`src/rtl/pipeline_ctrl_pkg.sv`:
```
// rtl/pipeline_ctrl_pkg.sv - shared types and constants for the pipeline stall/flush controller
package pipeline_ctrl_pkg;

  typedef enum logic [1:0] {
    RUN    = 2'd0,
    DDONE  = 2'd1,
    HALTED = 2'd2
  } pctrl_state_t;

  localparam int PCTRL_NSTAGES = 5;

endpackage

```
`src/rtl/pipeline_ctrl_if.sv`:
```
// rtl/pipeline_ctrl_if.sv - datapath <-> stall/flush controller signal bundle
interface pipeline_ctrl_if #(
  parameter int NSTAGES = pipeline_ctrl_pkg::PCTRL_NSTAGES,
  parameter int CNTW    = 32
);
  logic               ihit;
  logic               dhit;
  logic               ldst;
  logic               ld_use;
  logic               brtaken;
  logic               halt;
  logic [NSTAGES-1:0] en;
  logic [NSTAGES-1:0] flush;
  logic               dreq_en;
  logic               halted;
  logic [CNTW-1:0]    stall_cnt;
  logic [CNTW-1:0]    flush_cnt;

  // datapath side
  modport master (
    output ihit, dhit, ldst, ld_use, brtaken, halt,
    input  en, flush, dreq_en, halted, stall_cnt, flush_cnt
  );

  // controller side
  modport slave (
    input  ihit, dhit, ldst, ld_use, brtaken, halt,
    output en, flush, dreq_en, halted, stall_cnt, flush_cnt
  );
endinterface

```
`src/rtl/pipeline_ctrl_sat_counter.sv`:
```
// rtl/pipeline_ctrl_sat_counter.sv - saturating event counter
module sat_counter #(
  parameter int W = 32
) (
  input  logic         CLK,
  input  logic         nRST,
  input  logic         inc,
  output logic [W-1:0] count
);

  always_ff @(posedge CLK or negedge nRST) begin
    if (!nRST) begin
      count <= '0;
    end else if (inc && (count != {W{1'b1}})) begin
      count <= count + W'(1);
    end
  end

endmodule

```
`src/rtl/pipeline_ctrl.sv`:
```
// rtl/pipeline_ctrl.sv - N-stage stall/flush controller with data-done tracking,
// sticky halt and saturating stall/flush counters.
module pipeline_ctrl
  import pipeline_ctrl_pkg::*;
#(
  parameter int NSTAGES  = PCTRL_NSTAGES,
  parameter int BR_STAGE = 2,
  parameter int CNTW     = 32
) (
  input  logic                 CLK,
  input  logic                 nRST,
  pipeline_ctrl_if.slave       bus
);

  localparam logic [NSTAGES-1:0] ONE        = NSTAGES'(1);
  // latches 1..BR_STAGE hold wrong-path instructions on a taken branch
  localparam logic [NSTAGES-1:0] BR_FLUSH   = ((ONE << (BR_STAGE + 1)) - ONE) & ~ONE;
  localparam logic [NSTAGES-1:0] LU_HOLD    = (ONE << BR_STAGE) - ONE;
  localparam logic [NSTAGES-1:0] LU_BUBBLE  = ONE << BR_STAGE;

  pctrl_state_t state;
  logic         halted_q;
  logic         mem_ok;
  logic         adv;
  logic [NSTAGES-1:0] en_c;
  logic [NSTAGES-1:0] flush_c;

  assign mem_ok = ~bus.ldst | bus.dhit | (state == DDONE);
  assign adv    = bus.ihit & mem_ok & (state != HALTED);

  always_comb begin
    en_c    = {NSTAGES{adv}};
    flush_c = '0;
    if (adv && bus.brtaken) begin
      flush_c = BR_FLUSH;
    end else if (adv && bus.ld_use) begin
      en_c    = ~LU_HOLD;
      flush_c = LU_BUBBLE;
    end
    if (!nRST) begin
      en_c    = '0;
      flush_c = '0;
    end
  end

  assign bus.en      = en_c;
  assign bus.flush   = flush_c;
  assign bus.dreq_en = nRST & bus.ldst & (state == RUN);
  assign bus.halted  = halted_q;

  always_ff @(posedge CLK or negedge nRST) begin
    if (!nRST) begin
      state    <= RUN;
      halted_q <= 1'b0;
    end else begin
      case (state)
        HALTED: begin
          state    <= HALTED;
          halted_q <= 1'b1;
        end
        default: begin
          if (adv && bus.halt) begin
            state    <= HALTED;
            halted_q <= 1'b1;
          end else if ((state == RUN) && bus.ldst && bus.dhit && !bus.ihit) begin
            // access finished ahead of fetch: remember it so it is not re-issued
            state <= DDONE;
          end else if ((state == DDONE) && adv) begin
            state <= RUN;
          end
        end
      endcase
    end
  end

  sat_counter #(.W(CNTW)) u_stall_cnt (
    .CLK   (CLK),
    .nRST  (nRST),
    .inc   (~adv & (state != HALTED)),
    .count (bus.stall_cnt)
  );

  sat_counter #(.W(CNTW)) u_flush_cnt (
    .CLK   (CLK),
    .nRST  (nRST),
    .inc   (adv & bus.brtaken),
    .count (bus.flush_cnt)
  );

endmodule

```
`src/flat_wrapper.sv`:
```
// flat-port wrapper written by rule: the top's interface ports become plain ports
module pipeline_ctrl_flat import pipeline_ctrl_pkg::*;
#(
  parameter int NSTAGES  = PCTRL_NSTAGES,
  parameter int BR_STAGE = 2,
  parameter int CNTW     = 32
)
  (CLK, nRST, bus_ihit, bus_dhit, bus_ldst, bus_ld_use, bus_brtaken, bus_halt, bus_en, bus_flush, bus_dreq_en, bus_halted, bus_stall_cnt, bus_flush_cnt);
  pipeline_ctrl_if #(.NSTAGES(NSTAGES), .CNTW(CNTW)) bus_i ();
  input  logic CLK;
  input  logic nRST;
  input wire logic [$bits(bus_i.ihit)-1:0] bus_ihit;
  input wire logic [$bits(bus_i.dhit)-1:0] bus_dhit;
  input wire logic [$bits(bus_i.ldst)-1:0] bus_ldst;
  input wire logic [$bits(bus_i.ld_use)-1:0] bus_ld_use;
  input wire logic [$bits(bus_i.brtaken)-1:0] bus_brtaken;
  input wire logic [$bits(bus_i.halt)-1:0] bus_halt;
  output wire logic [$bits(bus_i.en)-1:0] bus_en;
  output wire logic [$bits(bus_i.flush)-1:0] bus_flush;
  output wire logic [$bits(bus_i.dreq_en)-1:0] bus_dreq_en;
  output wire logic [$bits(bus_i.halted)-1:0] bus_halted;
  output wire logic [$bits(bus_i.stall_cnt)-1:0] bus_stall_cnt;
  output wire logic [$bits(bus_i.flush_cnt)-1:0] bus_flush_cnt;
  assign bus_i.ihit = bus_ihit;
  assign bus_i.dhit = bus_dhit;
  assign bus_i.ldst = bus_ldst;
  assign bus_i.ld_use = bus_ld_use;
  assign bus_i.brtaken = bus_brtaken;
  assign bus_i.halt = bus_halt;
  assign bus_en = bus_i.en;
  assign bus_flush = bus_i.flush;
  assign bus_dreq_en = bus_i.dreq_en;
  assign bus_halted = bus_i.halted;
  assign bus_stall_cnt = bus_i.stall_cnt;
  assign bus_flush_cnt = bus_i.flush_cnt;
  pipeline_ctrl #(.NSTAGES(NSTAGES), .BR_STAGE(BR_STAGE), .CNTW(CNTW)) u_core (.CLK(CLK), .nRST(nRST), .bus(bus_i));
endmodule
```
`config.mk`:
```
export PLATFORM = sky130hd
export DESIGN_NAME = pipeline_ctrl_flat
export DESIGN_NICKNAME = d
export VERILOG_FILES = /design/src/rtl/pipeline_ctrl_pkg.sv /design/src/rtl/pipeline_ctrl_if.sv /design/src/rtl/pipeline_ctrl_sat_counter.sv /design/src/rtl/pipeline_ctrl.sv /design/src/flat_wrapper.sv
export SDC_FILE = /design/constraint.sdc
export NUM_CORES = 1
export LEC_CHECK = 0
export CORE_MARGIN = 3
export CORE_UTILIZATION = 37
export CTS_BUF_LIST = sky130_fd_sc_hd__clkbuf_8
export DETAILED_ROUTE_END_ITERATION = 7
export PLACE_DENSITY = 0.65
export SLEW_MARGIN = 20
export SYNTH_ARGS = -nofsm -noshare
export SYNTH_HDL_FRONTEND = slang
export SYNTH_HIERARCHICAL = 1
export SYNTH_SLANG_ARGS = --single-unit
```
`constraint.sdc`:
```
create_clock -name CLK -period 2.3 [get_ports CLK]
set_clock_uncertainty 0.1 [all_clocks]
set_input_delay 0.46 -clock CLK [delete_from_list [all_inputs] [get_ports CLK]]
set_output_delay 0.46 -clock CLK [all_outputs]
set_load 0.005 [all_outputs]
```
==> flow_summary.toml, run 1 <==
[synth]
yosys_warnings = 6
synth_compound_area_frac = 0.0454
yosys.area_share.xor_xnor = 0.151
synth_top_family_by_area = "simple AND/OR/NAND/NOR gates"
ys_seq_area_frac = 0.490
synthDistinctLibCells = 48
ys.flop_type = "dfrtp_1"
synth-seq-cells = 67
syn_area_per_cell_um2 = 10.5
synth_edf_count = 0
synth_cells = 326
synthMuxAreaShare = 0.00988
synth_fa_ha_area_frac = 0.00732
async_flop_share = 1.00
yosys.area_share.simple = 0.266
synth.cell_area_mm2 = 0.00342

[placed_design]
hpwlAfterDp_um = 6170
place_ws_ps = -450
place_congestion = 0.880
placedInstanceArea_mm2 = 0.00453
port_buffers = 80
dp.cells = 539

[routing]
num_vias = 2916
wl_per_cell_um = 15.3
ant_nets = 0
wl_um = 8500
viasPerCell = 5.24
drt-initial-drc-count = 121
drc_errors = 0
drt_pass1_iterations = 4

[power_and_ir_drop]
p_leak_nw = 2.07
finalPower_mw = 2.95
power.density_mw_per_mm2 = 608
ir_drop_uv = 319

[critical_path]
r2r-start = "u_core/u_flush_cnt/count[11]"
crit_end = "u_core/u_stall_cnt/count[13]"
worstSetupPathDepth = 10
crit_slowest_cell = "clkdlybuf4s50_1"
worst-path-buf-inv = 2
rr_worst_depth = 5
worstSetupPathType = "in -> reg"
cp-start-kind = "primary input"
crit_fanout = 5
required_ps = 2460
crit_path_end_kind = "flop"
timing.rr.end = "u_core/u_flush_cnt/count[30]"
cp_slowest_stage_delay_ps = 420
startpoint = "bus_dhit"
r2r_setup_slack_ps = 150
path_delay_family = "simple AND/OR/NAND/NOR gates"
path_cells = "clkdlybuf4s50_1, nand2b_4, or2_4, a21oi_4, and3_4, nor2b_4, buf_4, nand4_1, nor2_1, xor2_1"
worstPathArrival_ps = 2360

[clock_network]
cts_root_buf = "clkbuf_8"
path_clk_slew_ps = 70
postCtsHoldBufs = 0
clk_latency_ps = 340
cts_made_buffers = 9
cts_sinks = 67
htree_num_levels = 3
ctsLongestPathBuffers = 2
cts_tree = "yes"

[sta]
timing.final.ws_setup_ps = 103
worstMarginPinSlew_ps = 849
max_freq_ghz = 0.455
setup_viol = 0
grt_setup_unrepaired = "yes"
hold_viol_final = 0
worst_hold_slack_ps = 271
max_slew_margin = 0.434
period_minus_slack_ps = 2200
maxSlewViolCount = 0
fin_setup_tns_ps = 0
fin_crit_sh = 0.955

[grt]
track_usage = 0.171
grt_pass1_vias = 2897
grt_pass1_wl_um = 14100
grt_overflow = 0
grt_max_degree = 68
antenna_found_initial = 0

[final_layout]
layout.nets = 453
antenna_cells = 0
stdcell_area_mm2 = 0.00485
fin_util = 0.548
drive_gt1_frac = 0.188
syn_to_final_growth_pct = 41.8
fin_cells = 556
nFillCells = 800

[floorplanning]
core_area_mm2 = 0.00885
die_w_um = 102
ios = 84
die-area_mm2 = 0.0104
start_util = 0.386
fp.dieH_um = 102
rows = 34

[hold_path]
hold_path_class = "in -> async"

[job]
cap_viol_max_count = 0

[run_status]
status = "completed"
synthesized netlist by cell type, drive strengths merged, types with 2 or more instances:
master / instances / area (µm²)
o211ai: 3 / 22.5
nand2: 30 / 115
ha: 2 / 25.0
xnor2: 43 / 377
xor2: 16 / 140
nand2b: 2 / 12.5
nor2b: 3 / 26.3
nor2: 25 / 93.8
inv: 6 / 22.5
nand3: 26 / 135
nor3: 9 / 55.1
nor4: 10 / 83.8
a31oi: 2 / 12.5
nand4: 32 / 213
clkbuf: 2 / 7.51
and4: 7 / 61.3
mux2: 3 / 33.8
a311oi: 2 / 23.8
a21oi: 7 / 35.0
and3: 4 / 26.3
or4: 3 / 33.8
buf: 8 / 67.6
dfrtp: 67 / 1680
layout make-up:
class	instances	area, µm²	area share
clock buffer	11	151	0.0312
clock inverter	5	52.6	0.0108
inverter	6	22.5	0.00465
multi-input combinational	245	1770	0.364
sequential	67	1680	0.346
tap	108	135	0.0279
timing repair buffer	114	1040	0.215
state kept, by name (all words and copies together), names as in the netlist:
signal,cells
u_core/bus.halted,1
u_core/u_flush_cnt/count,32
u_core/u_stall_cnt/count,32
u_core/state,2
worst min path at each step:
stage                                 start  depth (start not counted)                           end
6_report                               nRST                          2   u_core/u_stall_cnt/count[2]
5_1_grt                                nRST                          2  u_core/u_stall_cnt/count[16]
4_1_cts                                nRST                          2  u_core/u_stall_cnt/count[16]
3_5_place_dp              u_core/bus.halted                          1             u_core/bus.halted
3_3_place_gp   u_core/u_stall_cnt/count[31]                          1  u_core/u_stall_cnt/count[31]
2_1_floorplan                          nRST                          0             u_core/bus.halted
routing by layer:
| layer | wire length (µm) | global-route usage | vias to the layer above |
|---|---|---|---|
| met2 | 4020 | 0.264 | 69 |
| met1 | 3910 | 0.236 | 1431 |
| li1 | - | - | 1402 |
| met4 | 145 | 0.0696 | 0 |
| met5 | 0 | 0 | - |
| met3 | 434 | 0.0341 | 14 |
layout by cell type, fill, tap and decap left out, types with 8 or more instances in the layout:
cell type        instances
clkdlybuf4s50_1         71
dfrtp_1                 67
xnor2_1                 43
buf_4                   33
nand4_1                 30
nand2_1                 29
nand3_1                 24
nor2_1                  23
xor2_1                  16
clkbuf_8                11
dlygate4sd2_1            8
power breakdown:
group          switching [mW]  total, mW  internal (mW)  leakage, nW
Clock                   0.444      0.998          0.554        0.110
Sequential              0.132       1.40           1.26        0.891
Combinational           0.237      0.551          0.314         1.07
timing repair:
item | 4_1_cts | 5_1_grt
buffers inserted | 0 | 1
gates cloned | 0 | 0
setup endpoints to repair | 18 | 21
resized for setup | 17 | 13
pin swaps | 2 | 2
endpoints found under the hold margin | 0 | 0
cell families (layout without fill, tap and decap cells):
kind of cell | Yosys count | in the layout
compound gates | 20 | 20
xor+xnor | 59 | 59
fa+ha+maj | 2 | 2
buf+inv | 16 | 136
flops | 67 | 67
mux | 3 | 3
other cells | 1 | 3
simple gates | 158 | 158
(Power assumes the default switching activity.)
==> run 2, diff against run 1 <==
SETUP_SLACK_MARGIN = 0.05   (was not set)
==> run 2 against run 1 <==
  * Sequential power is essentially flat
  * Wire length grew 1.5%
  * Non-clock buffer count grew 9
  * First-iteration DRC count shrank 46%
==> flow_summary.toml, run 2 (synthesis results as in run 1) <==
[sta]
maxSlewViolCount = 0
timing.final.ws_setup_ps = 150
max_freq_ghz = 0.465
worst_hold_slack_ps = 76.7
worstMarginPinSlew_ps = 582
grt_setup_unrepaired = "no"
fin_crit_sh = 0.935
fin_setup_tns_ps = 0
setup_viol = 0
period_minus_slack_ps = 2150
hold_viol_final = 0
max_slew_margin = 0.612

[power_and_ir_drop]
swShare = 0.288
clockPowerShare = 0.338
power.internal_mw = 2.10
p_leak_nw = 2.13
power_frac_seq = 0.479
power.density_mw_per_mm2 = 603
p_sw_uw = 850
p_comb_frac = 0.183
ir_drop_uv = 319

[routing]
drt_pass1_iterations = 4
drt-initial-drc-count = 65
wl_per_cell_um = 15.3
wl_um = 8630
ant_nets = 0
viasPerCell = 5.19
drc_errors = 0
num_vias = 2931

[clock_network]
ctsLongestPathBuffers = 2
htree_num_levels = 3
cts_root_buf = "clkbuf_8"
cts_sinks = 67
path_clk_slew_ps = 80
cts_tree = "yes"
cts_made_buffers = 9
clk_latency_ps = 350

[placed_design]
hpwlAfterDp_um = 6260
place_ws_ps = -412
place_congestion = 0.848
dp.cells = 545
port_buffers = 80

[final_layout]
most-common-layout-cells = "69 x clkdlybuf4s50_1, 66 x dfrtp_1, 43 x buf_4, 43 x xnor2_1, 30 x nand4_1"
drive_gt1_frac = 0.204
final_common_cell = "clkdlybuf4s50_1"
fin_util = 0.554
layout.nets = 462
reg_top3 = "u_core/u_flush_cnt/count: 32 flops, u_core/u_stall_cnt/count: 32 flops, u_core/state: 2 flops"
antenna_cells = 0
fin_cells = 565
syn_to_final_growth_pct = 43.2

[floorplanning]
core_area_mm2 = 0.00885
die-area_mm2 = 0.0104
fp.dieH_um = 102
ios = 84
start_util = 0.386
die_w_um = 102
rows = 34

[grt]
track_usage = 0.172
antenna_found_initial = 0
grt_overflow = 0
grt_pass1_vias = 2863
grt_pass1_wl_um = 14100
grt_max_degree = 47

[critical_path]
rr_worst_depth = 5
startpoint = "u_core/state[0]"
crit_end = "bus_flush[2]"
worstSetupPathDepth = 5
r2r-start = "u_core/u_flush_cnt/count[7]"
crit_fanout = 6
path_cells = "buf_4, nand2b_1, a21oi_4, nor3_1, dlygate4sd2_1"
cp_slowest_stage_delay_ps = 380
worstSetupPathType = "reg -> out"
worst-path-buf-inv = 2
cp-start-kind = "flop"
crit_path_end_kind = "output pin"
timing.rr.end = "u_core/u_flush_cnt/count[30]"
r2r_setup_slack_ps = 150
required_ps = 1740
crit_slowest_cell = "dfrtp_1"
path_delay_family = "buffers and inverters"
worstPathArrival_ps = 1590

[run_status]
status = "completed"

[hold_path]
hold_path_class = "in -> async"

[job]
cap_viol_max_count = 0
==> run 2: metal layers <==
layer / vias to the layer above / track usage / routed length (µm)
met1: 1421 / 0.233 / 3940
met4: 0 / 0.0636 / 141
met2: 79 / 0.274 / 4120
met5: - / 0 / 0
met3: 11 / 0.0321 / 424
li1: 1420 / - / -
==> run 2: what timing repair did <==
item | 4_1_cts | 5_1_grt
buffers inserted | 4 | 0
hold buffers | 0 | 0
setup endpoints to repair | 23 | 13
pin swaps | 3 | 1
resized for setup | 21 | 7
==> run 2: cell type report <==
type / instances / area (µm²)
multi-input cells: 245 / 1750
clock buffers: 10 / 138
fillers: 792 / 3950
inverters: 6 / 22.5
flip-flops and latches: 67 / 1680
well taps: 108 / 135
repair buffers: 123 / 1110
clock inverters: 6 / 65.1
==> run 2: worst min path at each step <==
stage / end / from / cells after the start / slack (ps)
floorplan: u_core/bus.halted / nRST / 0 / 60
global placement: u_core/bus.halted / u_core/bus.halted / 1 / 360
detailed placement: u_core/bus.halted / u_core/bus.halted / 1 / 380
CTS: u_core/u_stall_cnt/count[17] / nRST / 2 / 60
global route: u_core/u_stall_cnt/count[17] / nRST / 2 / 100
finish: u_core/u_stall_cnt/count[17] / nRST / 2 / 80
==> run 2: per-stage QoR <==
step,power (mW),cell area [µm²]
global placement,1.92,4590
floorplan,1.61,3440
finish,2.95,4900
detailed placement,1.94,4590
CTS,2.98,4870
global route,3.10,4900
==> run 2: power by group through the flow <==
stage	clock [mW]	combinational [mW]	sequential [mW]
after floorplan	0	0.213	1.40
after global placement	0	0.503	1.42
after detailed placement	0	0.515	1.42
after CTS	1.02	0.547	1.41
after global routing	1.07	0.593	1.43
final	1.00	0.539	1.41
